==> config.mk <==
export PLATFORM = sky130hd
export DESIGN_NAME = cmp_minmax_scan
export DESIGN_NICKNAME = d
export VERILOG_FILES = /design/src/rtl/cmp_minmax_scan_pkg.sv /design/src/rtl/cmp_minmax_scan_cmpzelg.sv /design/src/rtl/cmp_minmax_scan.sv
export SDC_FILE = /design/constraint.sdc
export NUM_CORES = 1
export LEC_CHECK = 0
export ABC_AREA = 1
export BUFFER_PORTS_ARGS = -buffer_cell sky130_fd_sc_hd__clkbuf_2
export CAP_MARGIN = 20
export CORE_AREA = 2 2 122 76
export DETAILED_ROUTE_END_ITERATION = 6
export DIE_AREA = 0 0 124 78
export GPL_TIMING_DRIVEN = 0
export PLACE_DENSITY_LB_ADDON = 0.15
export SLEW_MARGIN = 20
export SYNTH_ARGS = -nofsm -noshare
export SYNTH_HDL_FRONTEND = slang
export SYNTH_HIERARCHICAL = 1
export SYNTH_SLANG_ARGS = --single-unit
==> constraint.sdc <==
create_clock -name i_clk -period 7.4 [get_ports i_clk]
set_input_delay 0.74 -clock i_clk [delete_from_list [all_inputs] [get_ports i_clk]]
set_output_delay 0.74 -clock i_clk [all_outputs]
set_load 0.05 [all_outputs]
==> src/rtl/cmp_minmax_scan_pkg.sv <==
`default_nettype none
// ============================================================================
// Module   : cmp_minmax_scan_pkg
// Brief    : State encoding shared by the min/max scan engine.
// Revision : 1.0  initial release
// ============================================================================
package cmp_minmax_scan_pkg;

    localparam int STATE_W = 3;

    typedef enum logic [STATE_W-1:0] {
        ST_IDLE    = 3'd0,
        ST_LOAD    = 3'd1,
        ST_CMP_MIN = 3'd2,
        ST_CMP_MAX = 3'd3,
        ST_DONE    = 3'd4
    } state_t;

endpackage
`default_nettype wire

==> src/rtl/cmp_minmax_scan_cmpzelg.sv <==
`default_nettype none
// ============================================================================
// Module   : CmpZelg
// Brief    : Unsigned magnitude comparator of x against y.
// Revision : 1.0  initial release
// ============================================================================
module CmpZelg #(
    parameter int p_WIDTH = 8
) (
    input  logic [p_WIDTH-1:0] iv_x,
    input  logic [p_WIDTH-1:0] iv_y,
    output logic               o_less,
    output logic               o_greater,
    output logic               o_equal,
    output logic               o_zero
);

    assign o_less    = (iv_x <  iv_y);
    assign o_greater = (iv_x >  iv_y);
    assign o_equal   = (iv_x == iv_y);
    assign o_zero    = (iv_x == '0);

endmodule
`default_nettype wire

==> src/rtl/cmp_minmax_scan.sv <==
`default_nettype none
// ============================================================================
// Module   : cmp_minmax_scan
// Brief    : Sequential min/max search sharing one CmpZelg across a stream.
//            Define CMP_MINMAX_IDX_EN to keep first-occurrence index outputs.
// Revision : 1.0  initial release
// ============================================================================
module cmp_minmax_scan
    import cmp_minmax_scan_pkg::*;
#(
    parameter int p_WIDTH     = 8,
    parameter int p_CNT_WIDTH = 8
) (
    input  logic                   i_clk,
    input  logic                   i_rst,
    input  logic                   i_start,
    input  logic [p_CNT_WIDTH-1:0] iv_len,
    input  logic                   i_valid,
    input  logic [p_WIDTH-1:0]     iv_data,
    output logic                   o_ready,
    output logic                   o_busy,
    output logic                   o_done,
    output logic                   o_empty,
    output logic [p_WIDTH-1:0]     ov_min,
    output logic [p_WIDTH-1:0]     ov_max,
    output logic [p_CNT_WIDTH-1:0] ov_min_idx,
    output logic [p_CNT_WIDTH-1:0] ov_max_idx
);

    localparam logic [p_CNT_WIDTH-1:0] c_CNT_ONE = p_CNT_WIDTH'(1);

    state_t                   state_q, state_d;
    logic [p_CNT_WIDTH-1:0]   len_q, len_d;
    logic [p_CNT_WIDTH-1:0]   cnt_q, cnt_d;
    logic [p_WIDTH-1:0]       data_q, data_d;
    logic [p_WIDTH-1:0]       min_q, min_d;
    logic [p_WIDTH-1:0]       max_q, max_d;
    logic                     empty_q, empty_d;
`ifdef CMP_MINMAX_IDX_EN
    logic [p_CNT_WIDTH-1:0]   min_idx_q, min_idx_d;
    logic [p_CNT_WIDTH-1:0]   max_idx_q, max_idx_d;
`endif

    logic [p_WIDTH-1:0]       cmp_y;
    logic                     cmp_less;
    logic                     cmp_greater;
    logic                     cmp_equal_unused;
    logic                     cmp_zero_unused;

    // One comparator serves both passes; y follows the running result under test.
    assign cmp_y = (state_q == ST_CMP_MAX) ? max_q : min_q;

    CmpZelg #(
        .p_WIDTH (p_WIDTH)
    ) u_cmp (
        .iv_x      (data_q),
        .iv_y      (cmp_y),
        .o_less    (cmp_less),
        .o_greater (cmp_greater),
        .o_equal   (cmp_equal_unused),
        .o_zero    (cmp_zero_unused)
    );

    always_comb begin
        state_d = state_q;
        len_d   = len_q;
        cnt_d   = cnt_q;
        data_d  = data_q;
        min_d   = min_q;
        max_d   = max_q;
        empty_d = empty_q;
`ifdef CMP_MINMAX_IDX_EN
        min_idx_d = min_idx_q;
        max_idx_d = max_idx_q;
`endif
        case (state_q)
            ST_IDLE: begin
                if (i_start) begin
                    len_d   = iv_len;
                    cnt_d   = '0;
                    empty_d = 1'b0;
                    if (iv_len == '0) begin
                        empty_d = 1'b1;
                        min_d   = '0;
                        max_d   = '0;
`ifdef CMP_MINMAX_IDX_EN
                        min_idx_d = '0;
                        max_idx_d = '0;
`endif
                        state_d = ST_DONE;
                    end else begin
                        state_d = ST_LOAD;
                    end
                end
            end
            ST_LOAD: begin
                if (i_valid) begin
                    if (cnt_q == '0) begin
                        // First element seeds both results without a compare.
                        min_d = iv_data;
                        max_d = iv_data;
`ifdef CMP_MINMAX_IDX_EN
                        min_idx_d = '0;
                        max_idx_d = '0;
`endif
                        cnt_d   = c_CNT_ONE;
                        state_d = (len_q == c_CNT_ONE) ? ST_DONE : ST_LOAD;
                    end else begin
                        data_d  = iv_data;
                        state_d = ST_CMP_MIN;
                    end
                end
            end
            ST_CMP_MIN: begin
                if (cmp_less) begin
                    min_d = data_q;
`ifdef CMP_MINMAX_IDX_EN
                    min_idx_d = cnt_q;
`endif
                end
                state_d = ST_CMP_MAX;
            end
            ST_CMP_MAX: begin
                if (cmp_greater) begin
                    max_d = data_q;
`ifdef CMP_MINMAX_IDX_EN
                    max_idx_d = cnt_q;
`endif
                end
                cnt_d   = cnt_q + c_CNT_ONE;
                state_d = ((cnt_q + c_CNT_ONE) == len_q) ? ST_DONE : ST_LOAD;
            end
            ST_DONE: begin
                state_d = ST_IDLE;
            end
            default: begin
                state_d = ST_IDLE;
            end
        endcase
    end

    always_ff @(posedge i_clk or posedge i_rst) begin
        if (i_rst) begin
            state_q <= ST_IDLE;
            len_q   <= '0;
            cnt_q   <= '0;
            data_q  <= '0;
            min_q   <= '0;
            max_q   <= '0;
            empty_q <= 1'b0;
`ifdef CMP_MINMAX_IDX_EN
            min_idx_q <= '0;
            max_idx_q <= '0;
`endif
        end else begin
            state_q <= state_d;
            len_q   <= len_d;
            cnt_q   <= cnt_d;
            data_q  <= data_d;
            min_q   <= min_d;
            max_q   <= max_d;
            empty_q <= empty_d;
`ifdef CMP_MINMAX_IDX_EN
            min_idx_q <= min_idx_d;
            max_idx_q <= max_idx_d;
`endif
        end
    end

    assign o_ready = (state_q == ST_LOAD);
    assign o_busy  = (state_q != ST_IDLE);
    assign o_done  = (state_q == ST_DONE);
    assign o_empty = empty_q;
    assign ov_min  = min_q;
    assign ov_max  = max_q;
`ifdef CMP_MINMAX_IDX_EN
    assign ov_min_idx = min_idx_q;
    assign ov_max_idx = max_idx_q;
`else
    assign ov_min_idx = '0;
    assign ov_max_idx = '0;
`endif

endmodule
`default_nettype wire

==> results.txt, run 1 <==
The top-level port count came out at 56. Detailed placement finished with a half-perimeter wire length of ~5.9 mm. The number of sinks handled by clock tree synthesis is between 40 and 50. The flow ran to the end, and the final reports show no timing, DRC or antenna violations. The final critical path takes up 44.8% of the cycle. The leakage dissipation is ~1.8 nW. The number of violations of the max-capacitance limit came out at 0. The number of antenna violations at the first check in global routing is 0.

CTS placed an instance of clkbuf_16 at the clock tree root. Counting tap cells, the placed design contains a total of ~550 instances. The via count of the first global-routing pass came out at around 2400. The area taken by flip-flops and latches came out at 1100 um^2. The maximum number of pins on one net before global-route repair came out at 32. The chip height came out at around 78 um. From synthesis to final layout, the design area changed by 19.1%. The remaining global-route overflow came out at 0. The core box area came out at between 8000 and 9000 um^2. The clock-pin slew on the worst setup and hold paths is 60 ps. The highest clock rate is between 300 and 400 MHz.

After filler insertion, the fill cell instance count of the layout stands at 936. The CTS tree is yes. The multi-input combinational cell area came out at between 1000 and 1500 um^2. The first global-routing pass estimated 12.8 mm of wire. STA puts the critical path data required time at 7610 ps. The mean instance size in the synthesized netlist is 7.55 um^2. Data on the critical path arrives at its endpoint at approximately 3500 ps. The detailed-route DRC error count is 0. The maximum single-stage delay on the critical path is ~500 ps.

The signal on the critical path passes through inv_1, nor2_4, inv_2, clkbuf_1, nand2_1, o21ai_0, inv_1, ha_1, nand2_2, a21oi_2, nor2_2, a21oi_1, o21ai_1, nor3_4, buf_6, nand2_1, o21ai_1. The first detailed-routing pass took 4 iterations. The count of buffers inserted at the top-level ports came out at 39.

The antenna cell count is 0. The relative max-transition margin is about three fifths. The floorplan step defined a die boundary enclosing approximately 9700 um^2. In this run the cell area of the synthesized design comes to ~2900 um^2. The die is around 120 um wide. The post-route setup TNS is 0 ps.

The detail-routed net length per standard cell is about 14 um. The final max-slew violation count came to 0. Setup repair after global routing left no endpoint under its margin.

The worst-case IR drop observed on VDD is 0.138 mV. The post-placement setup slack is about 4100 ps. The number of hold-slack violations in the final timing report came out at 0. The number of nets in the final layout came out at roughly 480. Once routing completed, OpenROAD measured the worst setup slack at 4090 ps. The family with the most delay on the worst path is buffers and inverters. The startpoint type of the worst setup path is a flop. The kind of path behind the tightest hold check is in -> async. The buffer depth of the longest clock path came out at 2. In this run the number of H-tree levels came out at 2. The number of endpoints failing setup at the final stage came out at 0. The effective utilization at floorplan came out at between 30% and 40%. The actual slew at the worst max-slew pin came out at a little over 600 ps. The detailed router's first-iteration violation count came out at between 150 and 200. The global-route total usage across every layer is between 10% and 20%. The count of vias placed by the detailed router came out at 2618. The post-route netlist has 22.9% of its cells at a drive strength greater than 1.

The synthesized instance count came out at roughly 390. The total of hold buffers inserted after clock tree synthesis is 0. The time the worst path needs with I/O delays and setup is 3310 ps.

Once detail routing completed, the nets flagged for antenna violations numbered 0. The number of CTS-inserted buffers is 5. The post-CTS setup buffer count is 0. At the end of routability-driven placement, the weighted congestion stood at just under 0.9.

Summed over all layers, the routed wires come to ~7.7 mm. The sort of element at the end of the critical path is a flop. The worst clock skew is 2.72 ps. The floorplan has 26 rows. The Yosys step of the flow raised 6 warnings. In this run, post-CTS repair resized a total of 0 instances. The final cell count without fillers is 561. The total power divided by cell area is between 400 and 500 nW/um^2. Using the TritonRoute via totals, the vias-per-cell ratio works out to 4.67. The library cell contributing the largest single delay on the critical path is clkbuf_1. The worst setup path is of the reg -> reg kind.

Along the worst path, the maximum fanout reaches 10. The later pin in the worst-skew pair is clocked with a latency of 290 ps. Counting both buffers and inverters, the worst setup path holds a total of 5.
==> metal layers <==
metal	track usage [%]	share of wire, %	vias to the layer above
met4	4.72	1.1	0
li1	-	-	1334
met2	22.8	37	90
met1	28.3	55	1186
met5	0	0	-
met3	3.09	7.4	8
==> registers in the layout, summed over array words and instances (netlist names) <==
name,count
cnt_q,8
len_q,8
ov_min,8
o_empty,1
ov_max,8
state_q,3
data_q,8
==> path summary, 6_finish.rpt <==
check	from	to	slack, ps	cells past startpoint
worst max-delay path	state_q[1]	ov_max[7]	4090	17
worst min-delay path	i_rst	cnt_q[6]	380	2
worst max register to register	state_q[1]	ov_max[7]	4090	17
worst min register to register	ov_min[0]	ov_min[0]	520	2
max in group asynchronous	i_rst	len_q[5]	6530	3
min in group i_clk	ov_min[0]	ov_min[0]	520	2
==> cell type report <==
class | count | share of cell area (%)
Clock buffer | 8 | 4.21
Multi-Input combinational cell | 256 | 40.2
Buffer | 24 | 5.26
Tap cell | 112 | 4.03
Timing Repair Buffer | 40 | 6.20
Inverter | 77 | 8.39
Sequential cell | 44 | 31.7
==> stage by stage <==
| step | total power [W] | cell area, um^2 | hold WS [ps] | utilization [%] |
|---|---|---|---|---|
| final | 0.00147 | 3470 | 384 | 41.1 |
| after global placement | 0.00124 | 3310 | 479 | 39.1 |
| after detailed placement | 0.00125 | 3330 | 503 | 39.3 |
| after CTS | 0.00148 | 3470 | 394 | 41.1 |
| after floorplan | 0.00104 | 2970 | 474 | - |
| after global routing | 0.00160 | 3470 | 411 | 41.1 |
==> power breakdown <==
part	total, W	switching, W	internal [W]
Clock	0.000227	0.0000921	0.000135
Sequential	0.000397	0.0000723	0.000324
Combinational	0.000850	0.000585	0.000265
==> placed cells by master (no fill, tap or decap), types with 2 or more instances in the layout <==
cell	instances
inv_2	5
clkbuf_16	5
inv_1	71
o21ai_0	30
ha_1	10
nor2_2	4
buf_6	2
buf_12	2
clkbuf_2	39
clkbuf_1	6
a21oi_1	8
nor2_4	2
nand2_1	74
buf_4	16
o21ai_2	9
dfrtp_1	44
nand3_1	25
nor3_2	2
nand2_2	6
nand4_1	4
o21ai_1	9
nor2_1	20
o22ai_1	19
conb_1	16
nor3_1	3
Power figures use the tool's default switching activity.
==> inputs of run 2 (changes only) <==
--- a/config.mk
+++ b/config.mk
@@ -5,12 +5,12 @@
 export SDC_FILE = /design/constraint.sdc
 export NUM_CORES = 1
 export LEC_CHECK = 0
-export ABC_AREA = 1
+export ABC_AREA = 0
 export BUFFER_PORTS_ARGS = -buffer_cell sky130_fd_sc_hd__clkbuf_2
 export CAP_MARGIN = 20
-export CORE_AREA = 2 2 122 76
+export CORE_AREA = 2 2 117 74
 export DETAILED_ROUTE_END_ITERATION = 6
-export DIE_AREA = 0 0 124 78
+export DIE_AREA = 0 0 119 76
 export GPL_TIMING_DRIVEN = 0
 export PLACE_DENSITY_LB_ADDON = 0.15
 export SLEW_MARGIN = 20
==> constraint.sdc (replaced) <==
create_clock -name i_clk -period 3.4 [get_ports i_clk]
set_input_delay 0.34 -clock i_clk [delete_from_list [all_inputs] [get_ports i_clk]]
set_output_delay 0.34 -clock i_clk [all_outputs]
set_load 0.05 [all_outputs]
==> results.txt, run 2 <==
The run finished with clean final reports. The relative max-transition margin is 50.7%. The clock-pin slew on the worst setup and hold paths came out at 60 ps. Global routing used around 16% of the available tracks.

The number of antenna violations at the first check in global routing is 0. For this run, the post-layout net count is 403. The time the worst path needs with I/O delays and setup came out at 3120 ps. Leaving out fill and tap cells, the most frequent cells in the layout are nand2_1, dfrtp_1, clkbuf_2. The maximum fanout count along the critical path came out at 10.

The weighted congestion at the end of routability-driven global placement is ~0.79. The total power divided by cell area came out at ~1000 nW/um^2. The detailed-route DRC error count came out at 0. The library cell used most frequently in the layout, excluding fill and tap cells, is nand2_1. The number of levels the H-tree was split into is 2. The area of all placed cells without fillers came out at 3320 um^2. The number of placed instances, taps included is around 480.

On the final layout, the worst hold slack is between 20 and 25 ps. The ratio of cells with drive above 1 in the final layout came out at 24.4%. The actual slew at the worst max-slew pin is between 700 and 800 ps. The maximum vdd ir drop came out at 0.401 mV. The final worst slack came out at roughly 280 ps.

STA puts the critical path data required time at 3570 ps. The die footprint came out at around 9000 um^2. The final max-slew violation count came out at 0. The buffer depth of the longest clock path came out at 2. The antenna cell count came out at 0. In this run, CTS created clock tree buffers numbering 5. CTS placed an instance of clkbuf_16 at the clock tree root. During I/O placement, the number of pins put on the boundary was 56. The worst setup path is captured at a flop. In this run the vertical extent of the chip is around 76 um. The detail-routed net length per standard cell came out at 13.9 um. The number of fill cells came out at about 830. The core occupancy in the finished layout is between 40% and 50%. The critical path in this run is classified as reg -> reg. The via density per instance is 4.78. Before antenna repair, the detailed router went through 5 iterations. The final period utilization came out at approximately nine tenths. The count of buffers added on input and output ports is 39. The wire length of the first global-routing pass came out at around 11 mm. The number of hold-slack violations in the final timing report is 0. Once detail routing completed, the nets flagged for antenna violations numbered 0.

The number of violations of the max-capacitance limit is 0. TritonCTS built the clock tree. The routed design has between 6 and 7 mm of wire. The highest clock rate is about 320 MHz. The finished layout holds around 490 standard cells, fillers aside. Data arrives at the worst endpoint at about 3300 ps.

The standard-cell row count came out at 26. For this design, the sink count on the clock tree is 44. Summing all placed instances gives a cell area of between 3000 and 4000 um^2. The kind of path behind the tightest hold check is in -> async.

The HPWL after detailed placement is between 5 and 6 mm. The depth of the worst register-to-register path is 18. The post-placement setup slack is -166 ps. Setup violations remaining at the end of the flow were counted as 0. The initial utilization of the core area, before any placement, comes to roughly a third. The synthesized instance count came out at roughly 310. Entering global routing, the biggest net connects 29 pins.

The remaining global-route overflow came out at 0. The leakage dissipation is approximately 1.6 nW. Summing over every cut layer, the via total after detailed routing is approximately 2300.

The cell area after technology mapping is approximately 2700 um^2. In this run the standard cell core region covers a little over 8000 um^2. At the later pin of the worst-skew pair, clock insertion delay measures roughly 280 ps.

The via count of the first global-routing pass is approximately 2100. For this run, the number of Yosys warnings is 6. The worst clock skew came out at 8.63 ps. The worst setup path is launched from a flop. The post-synthesis to final-layout area growth is 23.2%.

The mean instance size in the synthesized netlist is between 8 and 9 um^2. The detailed router's first-iteration violation count came out at 130. The floorplan die width came out at between 100 and 150 um.
## run 2: cell types whose count changed in the layout (fill, tap and decap cells not counted), moves of 6 or more
| cell | before | now |
|---|---|---|
| o21ai_1 | 9 | 2 |
| nor2_1 | 20 | 9 |
| inv_1 | 71 | 16 |
| mux2_2 | 0 | 8 |
| a22oi_1 | 0 | 16 |
| nand3_1 | 25 | 3 |
| o22ai_1 | 19 | 2 |
| nor4_1 | 0 | 6 |
| o21ai_2 | 9 | 2 |
## run 2: metal layers
layer  routed length (um)  vias to the layer above  part of all wire, %  GRT usage [%]
met4                   50                        0                 0.74           3.81
li1                     -                     1170                    -              -
met5                    0                        -                    0              0
met2                 2570                       55                   38           20.0
met3                  251                        4                  3.7           2.99
met1                 3870                     1088                   57           25.9
## run 2: timing repair
item | CTS | global route
buffers inserted | 0 | 3
gates resized for setup | 3 | 3
pin swaps | 0 | 1
setup endpoints to repair | 16 | 16
hold buffers | 0 | 0
cloned | 0 | 0
## run 2: power by group
group | switching, W | internal (W) | total, W | leakage [nW]
registers | 0.000200 | 0.000724 | 0.000924 | 0.561
logic | 0.00121 | 0.000663 | 0.00187 | 0.930
clock network | 0.000200 | 0.000417 | 0.000617 | 0.0899
total | 0.00161 | 0.00180 | 0.00341 | 1.58
## run 2: cell type report
| cell class | instances | area (um^2) | share of cell area, % |
|---|---|---|---|
| plain buffers | 26 | 175 | 5.28 |
| clock buffers | 5 | 125 | 3.77 |
| clock inverters | 2 | 60.1 | 1.81 |
| inverters | 17 | 63.8 | 1.92 |
| multi-input cells | 236 | 1410 | 42.6 |
| flip-flops and latches | 44 | 1100 | 33.2 |
| well taps | 112 | 140 | 4.22 |
| repair buffers | 43 | 238 | 7.17 |
## run 2: final timing paths
path	to	from	slack, ps
setup / recovery	ov_min[7]	state_q[0]	280
hold / removal	ov_min[3]	i_rst	20
setup reg to reg	ov_min[7]	state_q[0]	280
hold reg to reg	o_empty	o_empty	500
max in group asynchronous	len_q[6]	i_rst	2890
min in group i_clk	len_q[4]	iv_len[4]	270
## run 2: through the flow
step / power, W / TNS (ps)
global route: 0.00368 / -5.98
detailed placement: 0.00275 / -1370
floorplan: 0.00229 / 0
global placement: 0.00273 / -1800
finish: 0.00341 / 0
CTS: 0.00338 / 0
## run 2: critical path: stages, from the launching register on
cell	delay, ps
dfrtp_1	350
buf_2	170
nor2b_2	180
nand2_1	230
clkbuf_2	310
nand2_1	80
nand2_1	70
inv_1	50
ha_1	280
nor2b_1	130
o211ai_1	150
a21oi_1	110
nor2_1	120
inv_1	60
o21ai_0	190
nand3_2	140
clkbuf_4	230
nand2_1	80
o21ai_0	70
